**src/rtl/ras_ctrl.sv**
```systemverilog
// Return-address-stack controller: owns pointer, occupancy and a two-entry top cache
// in front of a 1-cycle-latency dual-port BRAM (port A writes, port B reads).
module ras_ctrl #(
  parameter int DEPTH = 1024,
  parameter int WIDTH = 36,
  localparam int ADDR = $clog2(DEPTH)
) (
  input  logic             clk,
  input  logic             rst_n,
  input  logic             push_i,
  input  logic             pop_i,
  input  logic [WIDTH-1:0] push_addr_i,
  input  logic             recover_i,
  input  logic [ADDR-1:0]  recover_ptr_i,
  input  logic [ADDR:0]    recover_cnt_i,
  output logic             ready_o,
  output logic [WIDTH-1:0] top_o,
  output logic             top_valid_o,
  output logic [ADDR:0]    count_o,
  output logic [ADDR-1:0]  ptr_o,
  output logic             overflow_o,
  output logic             underflow_o,
  output logic             mem_wea,
  output logic [ADDR-1:0]  mem_waddra,
  output logic [WIDTH-1:0] mem_wia,
  output logic             mem_reb,
  output logic [ADDR-1:0]  mem_raddrb,
  input  logic [WIDTH-1:0] mem_dob
);

  typedef enum logic [1:0] {READY, REFILL_TOP, REFILL_NEXT} state_t;

  localparam logic [ADDR:0]   CNT_FULL = (ADDR+1)'(DEPTH);
  localparam logic [ADDR:0]   CNT_ONE  = (ADDR+1)'(1);
  localparam logic [ADDR-1:0] PTR_ONE  = ADDR'(1);
  localparam logic [ADDR-1:0] PTR_TWO  = ADDR'(2);
  localparam logic [ADDR-1:0] PTR_THREE = ADDR'(3);

  state_t           state_reg;
  logic [ADDR-1:0]  ptr_reg;
  logic [ADDR:0]    count_reg;
  logic [WIDTH-1:0] top_reg;
  logic [WIDTH-1:0] next_reg;
  logic             pend_reg;
  logic             overflow_reg;
  logic             underflow_reg;

  logic             ready;
  logic             empty;
  logic             full;
  logic             do_recover;
  logic             do_push;
  logic             do_replace;
  logic             do_pop;
  logic             do_underflow;
  logic [WIDTH-1:0] next_eff;
  logic [ADDR-1:0]  ptr_m1;
  logic [ADDR-1:0]  ptr_m2;
  logic [ADDR-1:0]  ptr_m3;

  assign ready  = (state_reg == READY);
  assign empty  = (count_reg == '0);
  assign full   = (count_reg == CNT_FULL);
  assign ptr_m1 = ptr_reg - PTR_ONE;
  assign ptr_m2 = ptr_reg - PTR_TWO;
  assign ptr_m3 = ptr_reg - PTR_THREE;

  // A pop last cycle left the new second entry in flight on port B.
  assign next_eff = pend_reg ? mem_dob : next_reg;

  // Recovery wins; push+pop on an empty stack degenerates to a plain push.
  assign do_recover   = ready & recover_i;
  assign do_replace   = ready & ~recover_i & push_i & pop_i & ~empty;
  assign do_push      = ready & ~recover_i & push_i & ~do_replace;
  assign do_pop       = ready & ~recover_i & pop_i & ~push_i & ~empty;
  assign do_underflow = ready & ~recover_i & pop_i & ~push_i & empty;

  always_comb begin
    mem_wea    = 1'b0;
    mem_waddra = '0;
    mem_wia    = '0;
    mem_reb    = 1'b0;
    mem_raddrb = '0;
    if (do_push) begin
      mem_wea    = 1'b1;
      mem_waddra = ptr_reg;
      mem_wia    = push_addr_i;
    end else if (do_replace) begin
      mem_wea    = 1'b1;
      mem_waddra = ptr_m1;
      mem_wia    = push_addr_i;
    end
    // After a pop the new second entry sits at old ptr-3.
    if (do_recover) begin
      mem_reb    = 1'b1;
      mem_raddrb = recover_ptr_i - PTR_ONE;
    end else if (do_pop) begin
      mem_reb    = 1'b1;
      mem_raddrb = ptr_m3;
    end else if (state_reg == REFILL_TOP) begin
      mem_reb    = 1'b1;
      mem_raddrb = ptr_m2;
    end
  end

  always_ff @(posedge clk or negedge rst_n) begin
    if (!rst_n) begin
      state_reg     <= READY;
      ptr_reg       <= '0;
      count_reg     <= '0;
      top_reg       <= '0;
      next_reg      <= '0;
      pend_reg      <= 1'b0;
      overflow_reg  <= 1'b0;
      underflow_reg <= 1'b0;
    end else begin
      overflow_reg  <= do_push & full;
      underflow_reg <= do_underflow;
      case (state_reg)
        READY: begin
          if (do_recover) begin
            ptr_reg   <= recover_ptr_i;
            count_reg <= recover_cnt_i;
            pend_reg  <= 1'b0;
            state_reg <= REFILL_TOP;
          end else if (do_push) begin
            top_reg  <= push_addr_i;
            next_reg <= top_reg;
            pend_reg <= 1'b0;
            ptr_reg  <= ptr_reg + PTR_ONE;
            if (!full) begin
              count_reg <= count_reg + CNT_ONE;
            end
          end else if (do_replace) begin
            top_reg <= push_addr_i;
            if (pend_reg) begin
              next_reg <= mem_dob;
            end
            pend_reg <= 1'b0;
          end else if (do_pop) begin
            top_reg   <= next_eff;
            pend_reg  <= 1'b1;
            ptr_reg   <= ptr_m1;
            count_reg <= count_reg - CNT_ONE;
          end else if (pend_reg) begin
            next_reg <= mem_dob;
            pend_reg <= 1'b0;
          end
        end
        REFILL_TOP: begin
          top_reg   <= mem_dob;
          state_reg <= REFILL_NEXT;
        end
        REFILL_NEXT: begin
          next_reg  <= mem_dob;
          state_reg <= READY;
        end
        default: state_reg <= READY;
      endcase
    end
  end

  assign ready_o     = ready;
  assign top_o       = top_reg;
  assign top_valid_o = ~empty;
  assign count_o     = count_reg;
  assign ptr_o       = ptr_reg;
  assign overflow_o  = overflow_reg;
  assign underflow_o = underflow_reg;

endmodule

```
**config.mk**
```make
export PLATFORM = sky130hd
export DESIGN_NAME = ras_ctrl
export DESIGN_NICKNAME = d
export VERILOG_FILES = /design/src/rtl/ras_ctrl.sv
export SDC_FILE = /design/constraint.sdc
export NUM_CORES = 1
export LEC_CHECK = 0
export CORE_MARGIN = 3
export CORE_UTILIZATION = 70
export DETAILED_ROUTE_END_ITERATION = 12
export DONT_BUFFER_PORTS = 1
export HOLD_SLACK_MARGIN = 0.02
export PLACE_DENSITY = 0.86
export SLEW_MARGIN = 0
export SYNTH_ARGS = -nofsm -noshare
export SYNTH_HDL_FRONTEND = slang
export SYNTH_SLANG_ARGS = --single-unit
```
**constraint.sdc**
```tcl
create_clock -name clk -period 6 [get_ports clk]
set_input_delay 1.2 -clock clk [delete_from_list [all_inputs] [get_ports clk]]
set_output_delay 1.2 -clock clk [all_outputs]
set_load 0.005 [all_outputs]
```
==> results.yml, run 1 <==
grt:
  grt_use_total_pct: 36.27
  antenna_found_initial: 0
  grt_pass1_vias: 6735
  grt_max_degree: 99
  grt_overflow_total: 0
  grt_pass1_wl_mm: 33.86
timing:
  relSlewSlack_pct: 23.93
  fin_hold_ws_ns: 0.5093
  hold_violations: 0
  worst_clock_skew_ns: 0.009056
  finalSetupViolCount: 0
  worstMarginPinSlew_ns: 1.139
  drv_slew: 0
  period_minus_slack_ns: 4.333
  fin_tns_setup_ns: 0
  rsz0062_at_grt: "no"
  fmax_ghz: 0.2308
  post-route-period-util_pct: 72.21
clocking:
  ctsResizeCount: 0
  cts_setup_buffers: 0
  cts_buffers: 9
  clkSinkCount: 98
  clk_path_buf_depth: 2
  tritoncts: "yes"
  clockRootBuffer: "clkbuf_8"
  clk_pin_slew_ns: 0.10
  postCtsHoldBufs: 0
  worstSkewPairLatency_ns: 0.37
  cts_htree_levels: 3
route:
  vias_per_cell: 7.445
  via_count: 6857
  first_pass_iters: 6
  first_iter_violations: 664
  finalWirelength_mm: 21.75
  routedWlPerCell_um: 23.61
  ant_nets: 0
  drc_errors: 0
pwr:
  cellPowerDensity_nw_per_um2: 448.2
  p_leak_nw: 2.909
  ir_drop_mv: 0.2926
flow_run:
  max_cap_viol_count: 0
critical_path:
  crit_path_end: "mem_raddrb[6]"
  r2r_start: "count_o[1]$_DFFE_PN0P_"
  startpoint_type: "input port"
  r2r_slack_ns: 2.23
  worst_setup_path_end_kind: "output port"
  regToRegEndpoint: "count_o[10]$_DFFE_PN0P_"
  rr_worst_depth: 11
  required_ns: 4.80
  crit_arrival_ns: 3.13
  path_class: "input port to output port"
  cp-startpoint: "push_i"
  crit_fanout: 39
synthesis:
  synth-edff-count: 0
  synth-warning-count: 0
  yosysUniqueCellTypes: 68
  synth_top_area_share_pct: 33.80
  yosysTopAreaCell: "dfrtp_1"
  synth.yosys.seq_area_share_pct: 33.80
  syn-cell-area_um2: 7254
  synth_area_per_cell_um2: 8.667
  syn_nets: 952
  syn_inst: 837
  ys_seq_elements: 98
  synth_area_leaders: "dfrtp_1 34%, o22ai_1 6.6%, nor2_1 6.3%"
  synth_top_flop_cell: "dfrtp_1"
  synthArstFlopShare_pct: 100.0
floorplan:
  die_area_um2: 11620
  num_io_pins: 217
  start_util_pct: 73.21
  die_w_um: 107.8
  die_height_um: 107.8
  rows: 36
  core_um2: 9910
finish:
  final_nets: 899
  final_common_cell: "nor2_1"
  final_util_pct: 73.90
  layout_common_cells: "122 x nor2_1, 98 x dfrtp_1, 77 x o22ai_1, 58 x a21oi_1, 49 x nor3_1"
  fin_cells: 921
  stdcell_area_um2: 7323
  syn_to_final_growth_pct: 0.9485
  antenna_cells: 0
  layout-drive-gt1-share_pct: 14.72
placed_design:
  portBuffers: 0
  post_dp_cell_area_um2: 7113
  place_hpwl_mm: 14.23
  place_congestion: 0.9365
  dp_cells: 906
status:
  outcome: "complete, no violations"
hold_path:
  hp-class: "input port to asynchronous set/reset pin"
[synth_stat cells, types with 12 or more instances]
master / n
a211oi_1: 12
a211oi_2: 30
a21oi_1: 58
and3_1: 38
clkbuf_1: 45
dfrtp_1: 98
ha_1: 16
inv_1: 17
mux2_4: 30
nand2_1: 46
nor2_1: 122
nor3_1: 49
o21ai_0: 28
o22ai_1: 77
xnor2_1: 16
[power breakdown]
group          internal, mW  switching, mW
Sequential            0.943          0.404
Combinational         0.677          0.791
Clock                 0.219          0.250
[worst min path at each step]
stage / cells after the start / slack (ns) / endpoint / startpoint
3_3_place_gp: 1 / 0.55 / top_o[31]$_DFFE_PN0P_ / top_o[31]$_DFFE_PN0P_
6_report: 0 / 0.51 / ptr_o[9]$_DFFE_PN0P_ / rst_n
5_1_grt: 0 / 0.50 / ptr_o[9]$_DFFE_PN0P_ / rst_n
2_1_floorplan: 1 / 0.53 / top_o[30]$_DFFE_PN0P_ / top_o[30]$_DFFE_PN0P_
3_5_place_dp: 1 / 0.56 / top_o[21]$_DFFE_PN0P_ / top_o[21]$_DFFE_PN0P_
4_1_cts: 0 / 0.50 / ptr_o[9]$_DFFE_PN0P_ / rst_n
[per-stage QoR]
stage,setup slack [ns],total power [mW]
after floorplan,2.078,2.467
after global placement,1.809,2.681
after detailed placement,1.741,2.787
after CTS,1.743,3.249
after global routing,1.480,3.481
final,1.667,3.283
[final cells by class]
cell class	instances	area [µm²]
multi-input combinational	646	4352
inverter	20	75.07
tap	133	166.4
timing repair buffer	9	67.56
clock buffer	11	151.4
clock inverter	4	58.81
sequential	98	2452
fill	723	2586
[cell families (layout without fill, tap and decap cells)]
group	Yosys count	in the layout	synth area share (%)
XOR/XNOR	20	20	2.415
flip-flops	98	98	33.80
adder cells (fa/ha/maj)	17	17	3.036
buffers and inverters	93	44	6.571
AND/OR/NAND/NOR	307	307	21.13
multiplexers	37	37	7.278
AO/OA/AOI/OAI	265	265	25.77
[layer usage]
metal,wire [µm],GRT usage (%),share of wire (%),vias to the layer above
li1,-,-,-,2992
met1,8152,45.12,37,3305
met2,10510,59.33,48,481
met3,2447,11.04,11,79
met4,641,13.71,2.9,0
met5,0,0,0,-
[critical path, cell delays in order]
cell      delay, ns
or4b_4         0.59
nor2_8         0.14
nand2_1        0.31
o22ai_1        0.28
nand2b_1       0.14
o311ai_0       0.46
(Power assumes the default switching activity.)
==> inputs of run 2 (changes only) <==
--- a/config.mk
+++ b/config.mk
@@ -6,11 +6,11 @@
 export NUM_CORES = 1
 export LEC_CHECK = 0
 export CORE_MARGIN = 3
-export CORE_UTILIZATION = 70
+export CORE_UTILIZATION = 59
 export DETAILED_ROUTE_END_ITERATION = 12
 export DONT_BUFFER_PORTS = 1
 export HOLD_SLACK_MARGIN = 0.02
-export PLACE_DENSITY = 0.86
+export PLACE_DENSITY = 0.78
 export SLEW_MARGIN = 0
 export SYNTH_ARGS = -nofsm -noshare
 export SYNTH_HDL_FRONTEND = slang
==> constraint.sdc (replaced) <==
create_clock -name clk -period 3.5 [get_ports clk]
set_input_delay 0.7 -clock clk [delete_from_list [all_inputs] [get_ports clk]]
set_output_delay 0.7 -clock clk [all_outputs]
set_load 0.005 [all_outputs]
==> run 2 against run 1 <==
  * Via count fell by 1.9%
  * Global-route usage down 4.4 points
  * Sequential share of layout area shrank 1.1 points
  * Utilization is 9.2 points lower
  * Final area is 3.4% higher
  * Worst hold slack worse by 0.48 ns
  * Clock power grew 140%
  * Critical path depth grew 1
  * Count of clock-buffer cells in the layout decreased by 1
  * Flip-flop and latch count is the same
  * Wire length rose by 1.2%
==> results.yml, run 2 (same netlist as run 1, synthesis figures left out) <==
status:
  outcome: "complete, no violations"
critical_path:
  crit_arrival_ns: 2.61
  path_cells: "or4b_4, nor2_8, nand2_1, o22ai_1, nand2b_1, o311ai_1, buf_4"
  slowest_delay_ns: 0.62
  startpoint_type: "flop"
  crit_path_top_delay_cell: "or4b_4"
  path_class: "flop to output port"
  worst_setup_path_end_kind: "output port"
  crit_fanout: 9
  required_ns: 2.80
route:
  vias_per_cell: 7.117
  drc_errors: 0
  via_count: 6726
  finalWirelength_mm: 22.02
  first_pass_iters: 5
  first_iter_violations: 848
  ant_nets: 0
  routedWlPerCell_um: 23.30
hold_path:
  hp-class: "input port to asynchronous set/reset pin"
finish:
  syn_to_final_growth_pct: 4.398
  layout-drive-gt1-share_pct: 16.33
  final_util_pct: 64.67
  stdcell_area_um2: 7574
  layout_common_cells: "122 x nor2_1, 97 x dfrtp_1, 77 x o22ai_1, 57 x a21oi_1, 49 x nor3_1"
  final_common_cell: "nor2_1"
  final_nets: 912
  antenna_cells: 0
clocking:
  tritoncts: "yes"
  clk_pin_slew_ns: 0.08
  cts_htree_levels: 3
  worstSkewPairLatency_ns: 0.36
  cts_buffers: 9
  clockRootBuffer: "clkbuf_16"
  clk_path_buf_depth: 2
  clkSinkCount: 98
grt:
  grt_max_degree: 99
  grt_pass1_wl_mm: 34.32
  grt_pass1_vias: 6536
  grt_overflow_total: 0
  antenna_found_initial: 0
  grt_use_total_pct: 31.86
timing:
  hold_violations: 0
  setup_ws_ns: 0.1871
  fmax_ghz: 0.3019
  worstMarginPinSlew_ns: 1.210
  finalSetupViolCount: 0
  rsz0062_at_grt: "no"
  fin_tns_setup_ns: 0
  period_minus_slack_ns: 3.313
  worst_clock_skew_ns: 0.009695
  drv_slew: 0
  relSlewSlack_pct: 19.18
  post-route-period-util_pct: 94.65
placed_design:
  place_congestion: 0.9226
  portBuffers: 0
  place_hpwl_mm: 14.37
  post_dp_cell_area_um2: 7228
  preCtsSetupSlack_ns: 0.3083
pwr:
  ir_drop_mv: 0.5451
  p_leak_nw: 3.028
  cellPowerDensity_nw_per_um2: 785.9
  p_total_mw: 5.952
floorplan:
  rows: 39
  core_um2: 11710
  start_util_pct: 61.94
  num_io_pins: 217
  die_w_um: 116.9
  die_area_um2: 13660
  die_height_um: 116.9
flow_run:
  max_cap_viol_count: 0
## run 2: cell type report
class	instances	area, µm²
clock inverter	6	96.34
timing repair buffer	22	180.2
multi-input combinational	646	4360
sequential	98	2454
inverter	20	75.07
fill	961	4138
tap	143	178.9
clock buffer	10	229.0
## run 2: worst max-delay path, delay by kind of cell, from the launching register on
kind	cells	cell delay (ns)
buffers and inverters	1	0.18
AOI/OAI and AO/OA	2	0.52
DFF	1	0.51
and+or+nand+nor	4	1.04
## run 2: through the flow
stage	hold slack, ns	std cells
after global routing	0.02475	945
after detailed placement	0.4068	928
final	0.03429	945
after floorplan	0.4044	837
after CTS	0.02088	945
after global placement	0.4066	928
## run 2: repair_timing
action | CTS | global route
hold buffers | 1 | 0
gates resized for setup | 0 | 4
setup buffers | 0 | 0
endpoints found under the setup margin | 0 | 3
hold endpoints to repair | 1 | 0
## run 2: worst paths after layout
check                                         startpoint                endpoint  slack (ns)  depth (start not counted)
worst min-delay path                               rst_n    ptr_o[7]$_DFFE_PN0P_        0.03                          0
worst max register to register    count_o[7]$_DFFE_PN0P_  count_o[7]$_DFFE_PN0P_        0.37                         10
max in group asynchronous                          rst_n    ptr_o[9]$_DFFE_PN0P_        2.85                          1
min in group clk                               recover_i   underflow_o$_DFF_PN0_        0.44                          1
worst min register to register      top_o[6]$_DFFE_PN0P_    top_o[6]$_DFFE_PN0P_        0.58                          1
worst max-delay path            state_reg[0]$_DFFE_PN0P_           mem_raddrb[8]        0.19                          7
## run 2: power breakdown
group          switching (mW)  total (mW)  internal (mW)
registers               0.630        2.25           1.62
clock network           0.477        1.11          0.638
logic                    1.39        2.59           1.20
## run 2: layer usage
| layer | wire [µm] | global-route usage [%] |
|---|---|---|
| met5 | 0 | 0 |
| met1 | 8544 | 42.37 |
| met2 | 10670 | 49.79 |
| met3 | 2364 | 8.432 |
| met4 | 444 | 12.61 |
